$ cat src/rtl/apb_master_arb_if.sv
// Request/response and APB bus bundle for the two-requester APB master sequencer.
interface apb_master_arb_if #(
  parameter int ADDR_W = 32,
  parameter int DATA_W = 32
);
  logic [1:0]          req_valid;
  logic [1:0]          req_write;
  logic [2*ADDR_W-1:0] req_addr;
  logic [2*DATA_W-1:0] req_wdata;
  logic [1:0]          req_ready;
  logic [1:0]          rsp_valid;
  logic [DATA_W-1:0]   rsp_rdata;
  logic                rsp_err;
  logic                psel;
  logic                penable;
  logic                pwrite;
  logic [ADDR_W-1:0]   paddr;
  logic [DATA_W-1:0]   pwdata;
  logic [DATA_W-1:0]   prdata;
  logic                pready;
  logic                pslverr;

  modport master (
    input  req_valid, req_write, req_addr, req_wdata, prdata, pready, pslverr,
    output req_ready, rsp_valid, rsp_rdata, rsp_err, psel, penable, pwrite, paddr, pwdata
  );

  modport slave (
    output req_valid, req_write, req_addr, req_wdata, prdata, pready, pslverr,
    input  req_ready, rsp_valid, rsp_rdata, rsp_err, psel, penable, pwrite, paddr, pwdata
  );
endinterface

$ cat src/rtl/apb_master_arb.sv
// Round-robin arbiter for two requesters driving one APB transfer at a time,
// with an ACCESS-phase timeout that aborts a stalled slave.
//
// state  | meaning
// IDLE   | arbitrate, accept one request
// SETUP  | psel=1, penable=0
// ACCESS | psel=1, penable=1, wait for pready or timeout
module apb_master_arb #(
  parameter int ADDR_W  = 32,
  parameter int DATA_W  = 32,
  parameter int TIMEOUT = 16
) (
  input  logic hclk,
  input  logic hreset,
  apb_master_arb_if.master bus
);
  localparam int CNT_W = (TIMEOUT > 1) ? $clog2(TIMEOUT) : 1;
  localparam logic [CNT_W-1:0] CNT_LAST = CNT_W'((TIMEOUT > 0) ? TIMEOUT - 1 : 0);

  typedef enum logic [1:0] {IDLE = 2'd0, SETUP = 2'd1, ACCESS = 2'd2} state_t;

  state_t            state, state_nxt;
  logic              last_grant, cur_grant, grant;
  logic              accept, timeout_hit;
  logic [CNT_W-1:0]  cnt;
  logic              pwrite_q;
  logic [ADDR_W-1:0] paddr_q;
  logic [DATA_W-1:0] pwdata_q;
  logic [1:0]        rsp_valid_q;
  logic [DATA_W-1:0] rsp_rdata_q;
  logic              rsp_err_q;

  // On a tie the requester that did not win last time gets the grant.
  always_comb begin
    grant = 1'b0;
    if (&bus.req_valid) grant = ~last_grant;
    else if (bus.req_valid[1]) grant = 1'b1;
  end

  assign accept      = (state == IDLE) && (|bus.req_valid) && !hreset;
  assign timeout_hit = (TIMEOUT != 0) && (cnt == CNT_LAST);

  always_comb begin
    state_nxt = state;
    unique case (state)
      IDLE:    if (accept) state_nxt = SETUP;
      SETUP:   state_nxt = ACCESS;
      ACCESS:  if (bus.pready || timeout_hit) state_nxt = IDLE;
      default: state_nxt = IDLE;
    endcase
  end

  always_ff @(posedge hclk) begin
    if (hreset) begin
      state       <= IDLE;
      last_grant  <= 1'b1;
      cur_grant   <= 1'b0;
      cnt         <= '0;
      pwrite_q    <= 1'b0;
      paddr_q     <= '0;
      pwdata_q    <= '0;
      rsp_valid_q <= 2'b00;
      rsp_rdata_q <= '0;
      rsp_err_q   <= 1'b0;
    end else begin
      state       <= state_nxt;
      rsp_valid_q <= 2'b00;
      if (accept) begin
        last_grant <= grant;
        cur_grant  <= grant;
        pwrite_q   <= bus.req_write[grant];
        paddr_q    <= grant ? bus.req_addr[2*ADDR_W-1:ADDR_W] : bus.req_addr[ADDR_W-1:0];
        pwdata_q   <= grant ? bus.req_wdata[2*DATA_W-1:DATA_W] : bus.req_wdata[DATA_W-1:0];
      end
      if (state == SETUP) cnt <= '0;
      if (state == ACCESS) begin
        // pready takes priority over a coincident timeout
        if (bus.pready) begin
          rsp_valid_q <= cur_grant ? 2'b10 : 2'b01;
          rsp_rdata_q <= pwrite_q ? '0 : bus.prdata;
          rsp_err_q   <= bus.pslverr;
        end else if (timeout_hit) begin
          rsp_valid_q <= cur_grant ? 2'b10 : 2'b01;
          rsp_rdata_q <= '0;
          rsp_err_q   <= 1'b1;
        end else begin
          cnt <= cnt + 1'b1;
        end
      end
    end
  end

  assign bus.req_ready = accept ? (grant ? 2'b10 : 2'b01) : 2'b00;
  assign bus.psel      = (state != IDLE);
  assign bus.penable   = (state == ACCESS);
  assign bus.pwrite    = pwrite_q;
  assign bus.paddr     = paddr_q;
  assign bus.pwdata    = pwdata_q;
  assign bus.rsp_valid = rsp_valid_q;
  assign bus.rsp_rdata = rsp_rdata_q;
  assign bus.rsp_err   = rsp_err_q;
endmodule
$ cat src/flat_wrapper.sv
// flat-port wrapper written by rule: the top's interface ports become plain ports
module apb_master_arb_flat 
#(
  parameter int ADDR_W  = 32,
  parameter int DATA_W  = 32,
  parameter int TIMEOUT = 16
)
  (hclk, hreset, bus_req_valid, bus_req_write, bus_req_addr, bus_req_wdata, bus_prdata, bus_pready, bus_pslverr, bus_req_ready, bus_rsp_valid, bus_rsp_rdata, bus_rsp_err, bus_psel, bus_penable, bus_pwrite, bus_paddr, bus_pwdata);
  apb_master_arb_if #(.ADDR_W(ADDR_W), .DATA_W(DATA_W)) bus_i ();
  input  logic hclk;
  input  logic hreset;
  input wire logic [$bits(bus_i.req_valid)-1:0] bus_req_valid;
  input wire logic [$bits(bus_i.req_write)-1:0] bus_req_write;
  input wire logic [$bits(bus_i.req_addr)-1:0] bus_req_addr;
  input wire logic [$bits(bus_i.req_wdata)-1:0] bus_req_wdata;
  input wire logic [$bits(bus_i.prdata)-1:0] bus_prdata;
  input wire logic [$bits(bus_i.pready)-1:0] bus_pready;
  input wire logic [$bits(bus_i.pslverr)-1:0] bus_pslverr;
  output wire logic [$bits(bus_i.req_ready)-1:0] bus_req_ready;
  output wire logic [$bits(bus_i.rsp_valid)-1:0] bus_rsp_valid;
  output wire logic [$bits(bus_i.rsp_rdata)-1:0] bus_rsp_rdata;
  output wire logic [$bits(bus_i.rsp_err)-1:0] bus_rsp_err;
  output wire logic [$bits(bus_i.psel)-1:0] bus_psel;
  output wire logic [$bits(bus_i.penable)-1:0] bus_penable;
  output wire logic [$bits(bus_i.pwrite)-1:0] bus_pwrite;
  output wire logic [$bits(bus_i.paddr)-1:0] bus_paddr;
  output wire logic [$bits(bus_i.pwdata)-1:0] bus_pwdata;
  assign bus_i.req_valid = bus_req_valid;
  assign bus_i.req_write = bus_req_write;
  assign bus_i.req_addr = bus_req_addr;
  assign bus_i.req_wdata = bus_req_wdata;
  assign bus_i.prdata = bus_prdata;
  assign bus_i.pready = bus_pready;
  assign bus_i.pslverr = bus_pslverr;
  assign bus_req_ready = bus_i.req_ready;
  assign bus_rsp_valid = bus_i.rsp_valid;
  assign bus_rsp_rdata = bus_i.rsp_rdata;
  assign bus_rsp_err = bus_i.rsp_err;
  assign bus_psel = bus_i.psel;
  assign bus_penable = bus_i.penable;
  assign bus_pwrite = bus_i.pwrite;
  assign bus_paddr = bus_i.paddr;
  assign bus_pwdata = bus_i.pwdata;
  apb_master_arb #(.ADDR_W(ADDR_W), .DATA_W(DATA_W), .TIMEOUT(TIMEOUT)) u_core (.hclk(hclk), .hreset(hreset), .bus(bus_i));
endmodule
$ cat config.mk
export PLATFORM = sky130hd
export DESIGN_NAME = apb_master_arb_flat
export DESIGN_NICKNAME = d
export VERILOG_FILES = /design/src/rtl/apb_master_arb_if.sv /design/src/rtl/apb_master_arb.sv /design/src/flat_wrapper.sv
export SDC_FILE = /design/constraint.sdc
export NUM_CORES = 1
export LEC_CHECK = 0
export BUFFER_PORTS_ARGS = -buffer_cell sky130_fd_sc_hd__buf_4
export CORE_AREA = 2 2 105 107
export CTS_BUF_LIST = sky130_fd_sc_hd__clkbuf_4
export CTS_CLUSTER_SIZE = 12
export DETAILED_ROUTE_END_ITERATION = 7
export DIE_AREA = 0 0 107 109
export PLACE_DENSITY = 0.85
export SLEW_MARGIN = 20
export SYNTH_ARGS = -nofsm -noshare
export SYNTH_HDL_FRONTEND = slang
export SYNTH_SLANG_ARGS = --single-unit
export TNS_END_PERCENT = 10
$ cat constraint.sdc
create_clock -name hclk -period 2.6 [get_ports hclk]
set_input_delay 0.26 -clock hclk [delete_from_list [all_inputs] [get_ports hclk]]
set_output_delay 0.26 -clock hclk [all_outputs]
set_load 0.05 [all_outputs]
==> results of run 1 <==
## sequential cells by signal, indices dropped and copies added (netlist names)
register,cells
u_core.bus.rsp_valid,2
u_core.bus.rsp_err,1
u_core.state,2
u_core.bus.paddr,32
u_core.bus.pwdata,32
u_core.last_grant,1
u_core.bus.rsp_rdata,32
u_core.cnt,4
u_core.cur_grant,1
u_core.bus.pwrite,1
## worst max-delay path by stage
stage                     slack (ns)                                end  cells after the start                          from
after floorplan                 0.94                   bus_req_ready[0]                      4                        hreset
after global placement          0.67  u_core.bus.paddr[27]$_SDFFE_PP0P_                      6                        hreset
after detailed placement        0.61  u_core.bus.paddr[22]$_SDFFE_PP0P_                      6                        hreset
after CTS                       0.37                           bus_psel                      4  u_core.state[0]$_SDFFE_PP0P_
after global routing            0.26                           bus_psel                      4  u_core.state[0]$_SDFFE_PP0P_
final                           0.43                           bus_psel                      4  u_core.state[0]$_SDFFE_PP0P_
## cells in the final DEF (no fill, tap or decap), drive strengths merged
master / netlist / final
and2b: 1 / 1
inv: 3 / 3
o21ai: 34 / 34
a21oi: 68 / 68
o221ai: 1 / 1
and3b: 1 / 1
o21a: 3 / 3
a21bo: 1 / 1
nand2: 134 / 134
nor4b: 1 / 1
ha: 1 / 1
dfxtp: 108 / 108
nand3: 3 / 3
o211ai: 2 / 2
or3: 1 / 1
bufinv: 0 / 2
a221oi: 2 / 2
a211o: 1 / 1
a32oi: 1 / 1
nand4: 32 / 32
clkbuf: 28 / 11
nor3b: 3 / 3
a31oi: 1 / 1
or3b: 2 / 2
nor2: 7 / 7
buf: 34 / 280
nand2b: 35 / 35
o21ba: 1 / 1
and3: 1 / 1
clkinv: 0 / 2
a21boi: 1 / 1
clkinvlp: 0 / 1
a311oi: 65 / 65
## per-stage QoR
step | utilization | hold WS, ns | cell area, um^2 | std cells
final | 0.653 | 0.0630 | 6920 | 950
after global routing | 0.653 | 0.0442 | 6920 | 950
after CTS | 0.653 | 0.0227 | 6920 | 950
after detailed placement | 0.638 | 0.446 | 6770 | 934
after global placement | 0.638 | 0.445 | 6770 | 934
after floorplan | - | 0.403 | 4730 | 576
## logic make-up (layout without fill, tap and decap cells)
logic type / count (synthesis) / in the layout / synth area share
simple gates: 221 / 221 / 0.223
compound gates: 181 / 181 / 0.253
flops: 108 / 108 / 0.458
buf+inv: 65 / 299 / 0.0635
fa+ha+maj: 1 / 1 / 0.00265
## worst max-delay path, cell delays in order, from the launching register on
cell and delay [ns]:
sky130_fd_sc_hd__dfxtp_1 0.47, sky130_fd_sc_hd__nor2_4 0.14, sky130_fd_sc_hd__buf_4 0.56, sky130_fd_sc_hd__inv_1 0.09, sky130_fd_sc_hd__buf_4 0.21
## layout make-up
| type | count | area [um^2] | share of cell area |
|---|---|---|---|
| Timing Repair Buffer | 280 | 2140 | 0.309 |
| Clock buffer | 11 | 82.6 | 0.0119 |
| Clock inverter | 5 | 76.3 | 0.0110 |
| Tap cell | 140 | 175 | 0.0253 |
| Multi-Input combinational cell | 403 | 2280 | 0.329 |
| Inverter | 3 | 11.3 | 0.00163 |
| Sequential cell | 108 | 2160 | 0.312 |
## report_power, final
group          total, mW  switching (mW)  leakage [nW]  internal (mW)
sequential          1.86          0.0826         0.884           1.78
combinational       1.30           0.825          2.07          0.474
clock              0.923           0.515        0.0845          0.408
total               4.08            1.42          3.04           2.66
## metal layers
| metal | routed length [um] | share of wire | global-route usage |
|---|---|---|---|
| met1 | 5980 | 0.39 | 0.301 |
| met3 | 1460 | 0.096 | 0.0669 |
| met2 | 7470 | 0.49 | 0.416 |
| met5 | 0 | 0 | 0 |
| met4 | 331 | 0.022 | 0.0955 |
==> impl_summary.md, run 1 <==
Worst setup path
In this run the critical register-to-register path is launched from u_core.state[1]$_SDFFE_PP0P_. The maximum fanout along the worst path is 67. The worst path arrival time is ~1.9 ns.

The reg2reg setup slack is 0.72 ns. In this run the critical register-to-register path is captured at u_core.bus.rsp_valid[0]$_SDFF_PP0_. The number of cells on the worst reg-to-reg path is 5. The worst setup path is captured at an output pin. The startpoint kind of the worst setup timing path is a flip-flop. The data required time at the worst endpoint is approximately 2.3 ns.

The critical path in this run is classified as flip-flop to output pin.

Floorplan
The floorplan die area is approximately 12000 um^2. The horizontal die dimension is ~110 um. The core footprint is roughly 11000 um^2. The effective utilization at floorplan is 0.446.

After floorplanning, the core was divided into 38 placement rows. For this design the top-level I/O count stands at around 270. From bottom edge to top edge, the die measures between 100 and 150 um.

Timing
The setup slack after layout is between 0.4 and 0.5 ns. Setup repair after global routing left no endpoint under its margin. The post-route fraction of the period consumed by the critical path is 0.835. At the pin with the least slew margin, the transition time is 1.02 ns.

The total setup violations reported at the end of the flow is 0. The max-slew violation total from the final report is 0. The clock period minus worst slack is between 2 and 2.5 ns. Measured against its own limit, the worst slew margin works out to 0.318. Between clock sinks in the finished design, the worst skew comes to roughly 0.017 ns. Based on the critical path, the design can be clocked at up to about 460 MHz.

The post-route setup TNS is 0 ns. The count of final hold-check violations was 0.

Synth
The most frequently used flop master after synthesis is sky130_fd_sc_hd__dfxtp_1. For this run, the number of Yosys warnings is 0. The post-synthesis cell count is roughly 580.

The biggest area contributor in the post-synthesis netlist is sky130_fd_sc_hd__dfxtp_1. In this run the mean area of a mapped cell was around 8.2 um^2. The most instantiated library cell after synthesis is sky130_fd_sc_hd__nand2_1. The synthesized net count is 745. In the synthesized netlist the async set-or-reset flop fraction comes to 0. In this run the cell area of the synthesized design comes to approximately 4700 um^2.

Yosys attributes the largest share of cell area to sky130_fd_sc_hd__dfxtp_1 46%, sky130_fd_sc_hd__a311oi_1 12%, sky130_fd_sc_hd__nand2_1 11%. The number of enable flip-flop cells after synthesis is 0. The portion of the post-synthesis area used by sequential elements is 0.458.

The proportion of netlist area held by the largest area contributor is 0.458. Counting flops and latches in the post-synthesis netlist gives between 100 and 150. The commonest cells after synthesis are 134 x sky130_fd_sc_hd__nand2_1, 108 x sky130_fd_sc_hd__dfxtp_1, 68 x sky130_fd_sc_hd__a21oi_1. The distinct cell type count after synthesis is 37.

Routing
In the final routed layout, each cell accounts on average for 16.0 um. The via count is roughly 5.3k. The detail route stage leaves a number of antenna-violating nets equal to 0. In this run, the number of DRC markers left after iteration 0 of detailed routing was 560. The final routed wirelength across all metal layers is 15200 um. The number of search-and-repair iterations in the first detailed-routing pass is 6.

The number of DRC violations after detailed routing is 0. The routed via count divided by cell count is roughly 5.6.

Job
The number of max-cap violations is 0.

Power and ir drop
The leakage power is between 3 and 4 nW. Power comes to around 4 mW. The worst-case IR drop observed on VDD is between 0.2 and 0.3 mV. The total power divided by cell area is between 500 and 600 nW/um^2.

Global route
The number of antenna violations at the first check in global routing came to 0. The maximum number of pins on one net before global-route repair is about 110. The first-pass GRT wire length is ~23000 um. The aggregate global routing overflow is 0. In the global route stage, overall resource usage came out at 0.247. The via count of the first global-routing pass was 4768.

Clocking
The clock latency at the later pin of the worst-skew pair is approximately 0.44 ns. The number of resized instances in the post-cts repair step is 0. Clock-pin slew was measured on the worst setup and hold paths at ~0.15 ns. In this run, CTS created clock tree buffers numbering 9. The root buffer cell chosen for the clock tree is sky130_fd_sc_hd__clkbuf_4. The clock passes through at most 2 buffers. The number of hold-repair buffers added at the cts stage is 0. The count of clock tree sinks is 108.

The number of H-tree levels is 3. Post-CTS timing repair inserted 0 buffers for setup. The clock tree from TritonCTS is built.

Finish
The layout filler cell count is between 900 and 1k. The number of antenna diodes in the final layout is 0. In the final design database the tool counted a little under 1k nets. The area growth from synthesis to layout is 46.5%. The fraction of layout cells with a size suffix above 1 is 0.374.

Place
The half-perimeter wire length of the detailed placement result is around 11000 um. The worst-case setup slack after placement is approximately 0.61 ns. Input and output buffers added on the ports amount to approximately 270. The final RePlAce weighted congestion is 0.862.

Worst hold path
Counting instances, the worst hold path has a depth of 3. The worst hold path begins at bus_prdata[30]. The type of the tightest min-delay check is primary input to flip-flop. The endpoint of the worst hold-timing path is u_core.bus.rsp_rdata[30]$_SDFFE_PP0P_.

Outcome
The flow ran to the end, and the final reports show no timing, DRC or antenna violations.
Power figures use the tool's default switching activity.
==> run 2: changes to the inputs <==
CORE_AREA = 2 2 102 123   (was 2 2 105 107)
DIE_AREA = 0 0 104 125   (was 0 0 107 109)
PLACE_DENSITY = 0.8   (was 0.85)
clock period = 1.7 ns   (was 2.6 ns; I/O delays follow)
==> impl_summary.md, run 2 (same netlist as run 1, synthesis figures left out) <==
Outcome
Outcome: complete, no violations (unchanged).

Job
The number of max-cap violations was 0 (unchanged).

Timing
RSZ-0062 raised after global routing: true (was false). The post-route fraction of the period consumed by the critical path is 0.985. The total setup violations reported at the end of the flow was 0 (unchanged). The count of final hold-check violations is 0 (unchanged). Timing would allow up to 597 MHz. The max-slew violation total from the final report is 0 (unchanged). The headroom to the max-slew limit is 0.700 (was 0.318). The clock period minus worst slack is roughly 1.7 ns.

The slew of the pin with the lowest slew margin is 0.449 ns (was 1.02 ns). The worst setup skew after layout is 0.0182 ns (was 0.0167 ns). The post-route setup TNS is 0 ns (unchanged).

The worst hold slack after final layout is 0.0303 ns (was 0.0630 ns).

Place
The final RePlAce weighted congestion is 0.799 (was 0.862). The area of placed instances is 6920 um^2 (was 6770 um^2). The half-perimeter wire length of the detailed placement result is 11000 um (was 10800 um). The number of input and output port buffers inserted came to 271 (unchanged).

Global route
The number of antenna violations at the first check in global routing was 1 (was 0). The via count of the first global-routing pass is 6562 (was 4768). The first-pass GRT wire length is 33900 um (was 23100 um). The aggregate global routing overflow is 0 (unchanged). The maximum number of pins on one net before global-route repair is 109 (unchanged). The global routing usage summed across all routing layers is 0.323 (was 0.247).

Finish
The area of combinational cells with multiple inputs is 2300 um^2 (was 2280 um^2). The signed area change from the synthesized netlist to the final layout is 87.8% (was 46.5%). The final core area utilization is 0.747 (was 0.653).

The layout filler cell count is 724 (was 906). Most frequent cells in the layout: 277 x sky130_fd_sc_hd__buf_4, 158 x sky130_fd_sc_hd__dlygate4sd3_1, 133 x sky130_fd_sc_hd__nand2_1 (was 277 x sky130_fd_sc_hd__buf_4, 134 x sky130_fd_sc_hd__nand2_1, 108 x sky130_fd_sc_hd__dfxtp_1). The footprint of the flip-flops and latches is 2170 um^2 (was 2160 um^2). The fraction of layout cells with a size suffix above 1 is 0.329 (was 0.374). The most common cell after layout, fill and taps aside is sky130_fd_sc_hd__buf_4 (unchanged). The count of nets after finishing is 1147 (was 974).

The final standard cell area without fillers was 8880 um^2 (was 6920 um^2).

Clocking
The number of H-tree levels is 3 (unchanged). The count of clock tree sinks is 108 (unchanged). The maximum number of buffers from clock root to sink is 2 (unchanged).

The clock transition at the registers of the reported paths is 0.15 ns (about the same). The clock tree root driver cell is sky130_fd_sc_hd__clkbuf_4 (unchanged). The clock latency at the later pin of the worst-skew pair is 0.45 ns (was 0.44 ns). The clock tree from TritonCTS is built (unchanged). The total CTS buffers is 9 (unchanged).

Floorplan
The core footprint is 11900 um^2 (was 10600 um^2). The floorplan die area was 13000 um^2 (was 11700 um^2). The top-level port count came to 272 (unchanged). The horizontal die dimension is 104 um (was 107 um).

The effective utilization at floorplan was 0.397 (was 0.446). The height of the die is 125 um (was 109 um). The cell row count came to 44 (was 38).

Power and ir drop
The worst-case vdd ir drop came to 0.431 mV (was 0.299 mV). The reported net switching power came to 2.43 mW (was 1.42 mW). The overall power of the completed layout came to 6.86 mW (was 4.08 mW). The internal power is 4.43 mW (was 2.66 mW).

The clock group share of total power came to 0.209 (was 0.226). The leakage power is 3.86 nW (was 3.04 nW). The sequential share of power was 0.414 (was 0.456).

The total power divided by cell area is 773 nW/um^2 (was 589 nW/um^2). The part of the power in combinational logic is 0.377 (was 0.318). The switching share of power is 0.354 (was 0.349).

Routing
The number of search-and-repair iterations in the first detailed-routing pass came to 5 (was 6). The via count is 6463 (was 5304). The final routed wirelength across all metal layers is 22400 um (was 15200 um).

The remaining number of nets flagged by the antenna check after routing is 0 (unchanged). The number of DRC violations after detailed routing is 0 (unchanged). The routed wirelength normalized by instance count is 19.6 um (was 16.0 um). The routed via count divided by cell count is 5.65 (was 5.58). The violation count after the first detailed-route iteration is 520 (was 560).

Worst setup path
The kind of capture point of the worst setup path is an output pin (unchanged). The maximum fanout along the worst path is 19 (was 67). The data required time at the worst endpoint was 1.53 ns (was 2.34 ns). The worst path arrival time is 1.50 ns (was 1.91 ns). The origin of the worst setup path is u_core.last_grant$_SDFFE_PP1P_ (was u_core.state[0]$_SDFFE_PP0P_). The critical register-to-register path startpoint is u_core.state[0]$_SDFFE_PP0P_ (was u_core.state[1]$_SDFFE_PP0P_). The startpoint kind of the worst setup timing path is a flip-flop (unchanged). The type of the worst setup path is flip-flop to output pin (unchanged).

Worst hold path
The hold path startpoint is bus_req_wdata[51] (was bus_prdata[30]). The type of the tightest min-delay check is primary input to flip-flop (unchanged).
-- run 2: cell types whose count changed in the layout (fill, tap and decap cells not counted), moves of 2 or more --
cell and change:
sky130_fd_sc_hd__nor2_1 -2, sky130_fd_sc_hd__dlygate4sd3_1 +158, sky130_fd_sc_hd__clkbuf_16 +2, sky130_fd_sc_hd__dfxtp_1 -3
sky130_fd_sc_hd__buf_6 +3, sky130_fd_sc_hd__dfxtp_4 +2, sky130_fd_sc_hd__bufbuf_16 +3, sky130_fd_sc_hd__buf_12 +7
-- run 2: timing repair --
action / in CTS / in global routing
setup endpoints to repair: 4 / 4
gates cloned: 3 / 2
hold buffers: 158 / 0
resized for setup: 11 / 4
pin swaps: 1 / 1
hold endpoints to repair: 95 / 0
buffers inserted: 1 / 3
-- run 2: area by class of cell --
class	count	area share
diodes	1	0.000282
clock buffers	11	0.00930
clock inverters	3	0.00719
inverters	3	0.00127
multi-input cells	403	0.259
flip-flops and latches	108	0.245
well taps	161	0.0227
repair buffers	453	0.455
-- run 2: worst paths after layout --
path | end | slack [ns] | cells after the start
worst min-delay path | u_core.bus.pwdata[19]$_SDFFE_PP0P_ | 0.03 | 3
worst max-delay path | bus_req_ready[1] | 0.03 | 4
worst max register to register | u_core.bus.paddr[30]$_SDFFE_PP0P_ | 0.04 | 5
worst min register to register | u_core.bus.rsp_valid[0]$_SDFF_PP0_ | 0.47 | 1
-- run 2: layer usage --
metal,GRT usage,vias to the layer above,wire length (um)
met5,0,-,0
met2,0.550,464,10900
met3,0.0819,93,2100
met4,0.175,0,1100
met1,0.371,3016,8330
li1,-,2890,-
-- run 2: through the flow --
step / setup slack (ns) / std cells
floorplan: 0.0443 / 576
global placement: 0.264 / 961
detailed placement: 0.237 / 961
CTS: -0.0234 / 1137
global route: -0.0439 / 1143
finish: 0.0263 / 1143
-- run 2: worst max-delay path, stage by stage (launching register included) --
cell and delay [ns]:
sky130_fd_sc_hd__dfxtp_4 0.39, sky130_fd_sc_hd__a21bo_4 0.25, sky130_fd_sc_hd__buf_12 0.17, sky130_fd_sc_hd__nor2_4 0.09
sky130_fd_sc_hd__buf_6 0.16
-- run 2: power groups by stage --
stage          combinational, mW  clock, mW  sequential (mW)
2_1_floorplan              0.660          0             3.46
3_3_place_gp                2.04          0             2.88
3_5_place_dp                2.05          0             2.88
4_1_cts                     2.43       1.45             2.83
5_1_grt                     2.69       1.53             2.86
6_report                    2.59       1.44             2.84
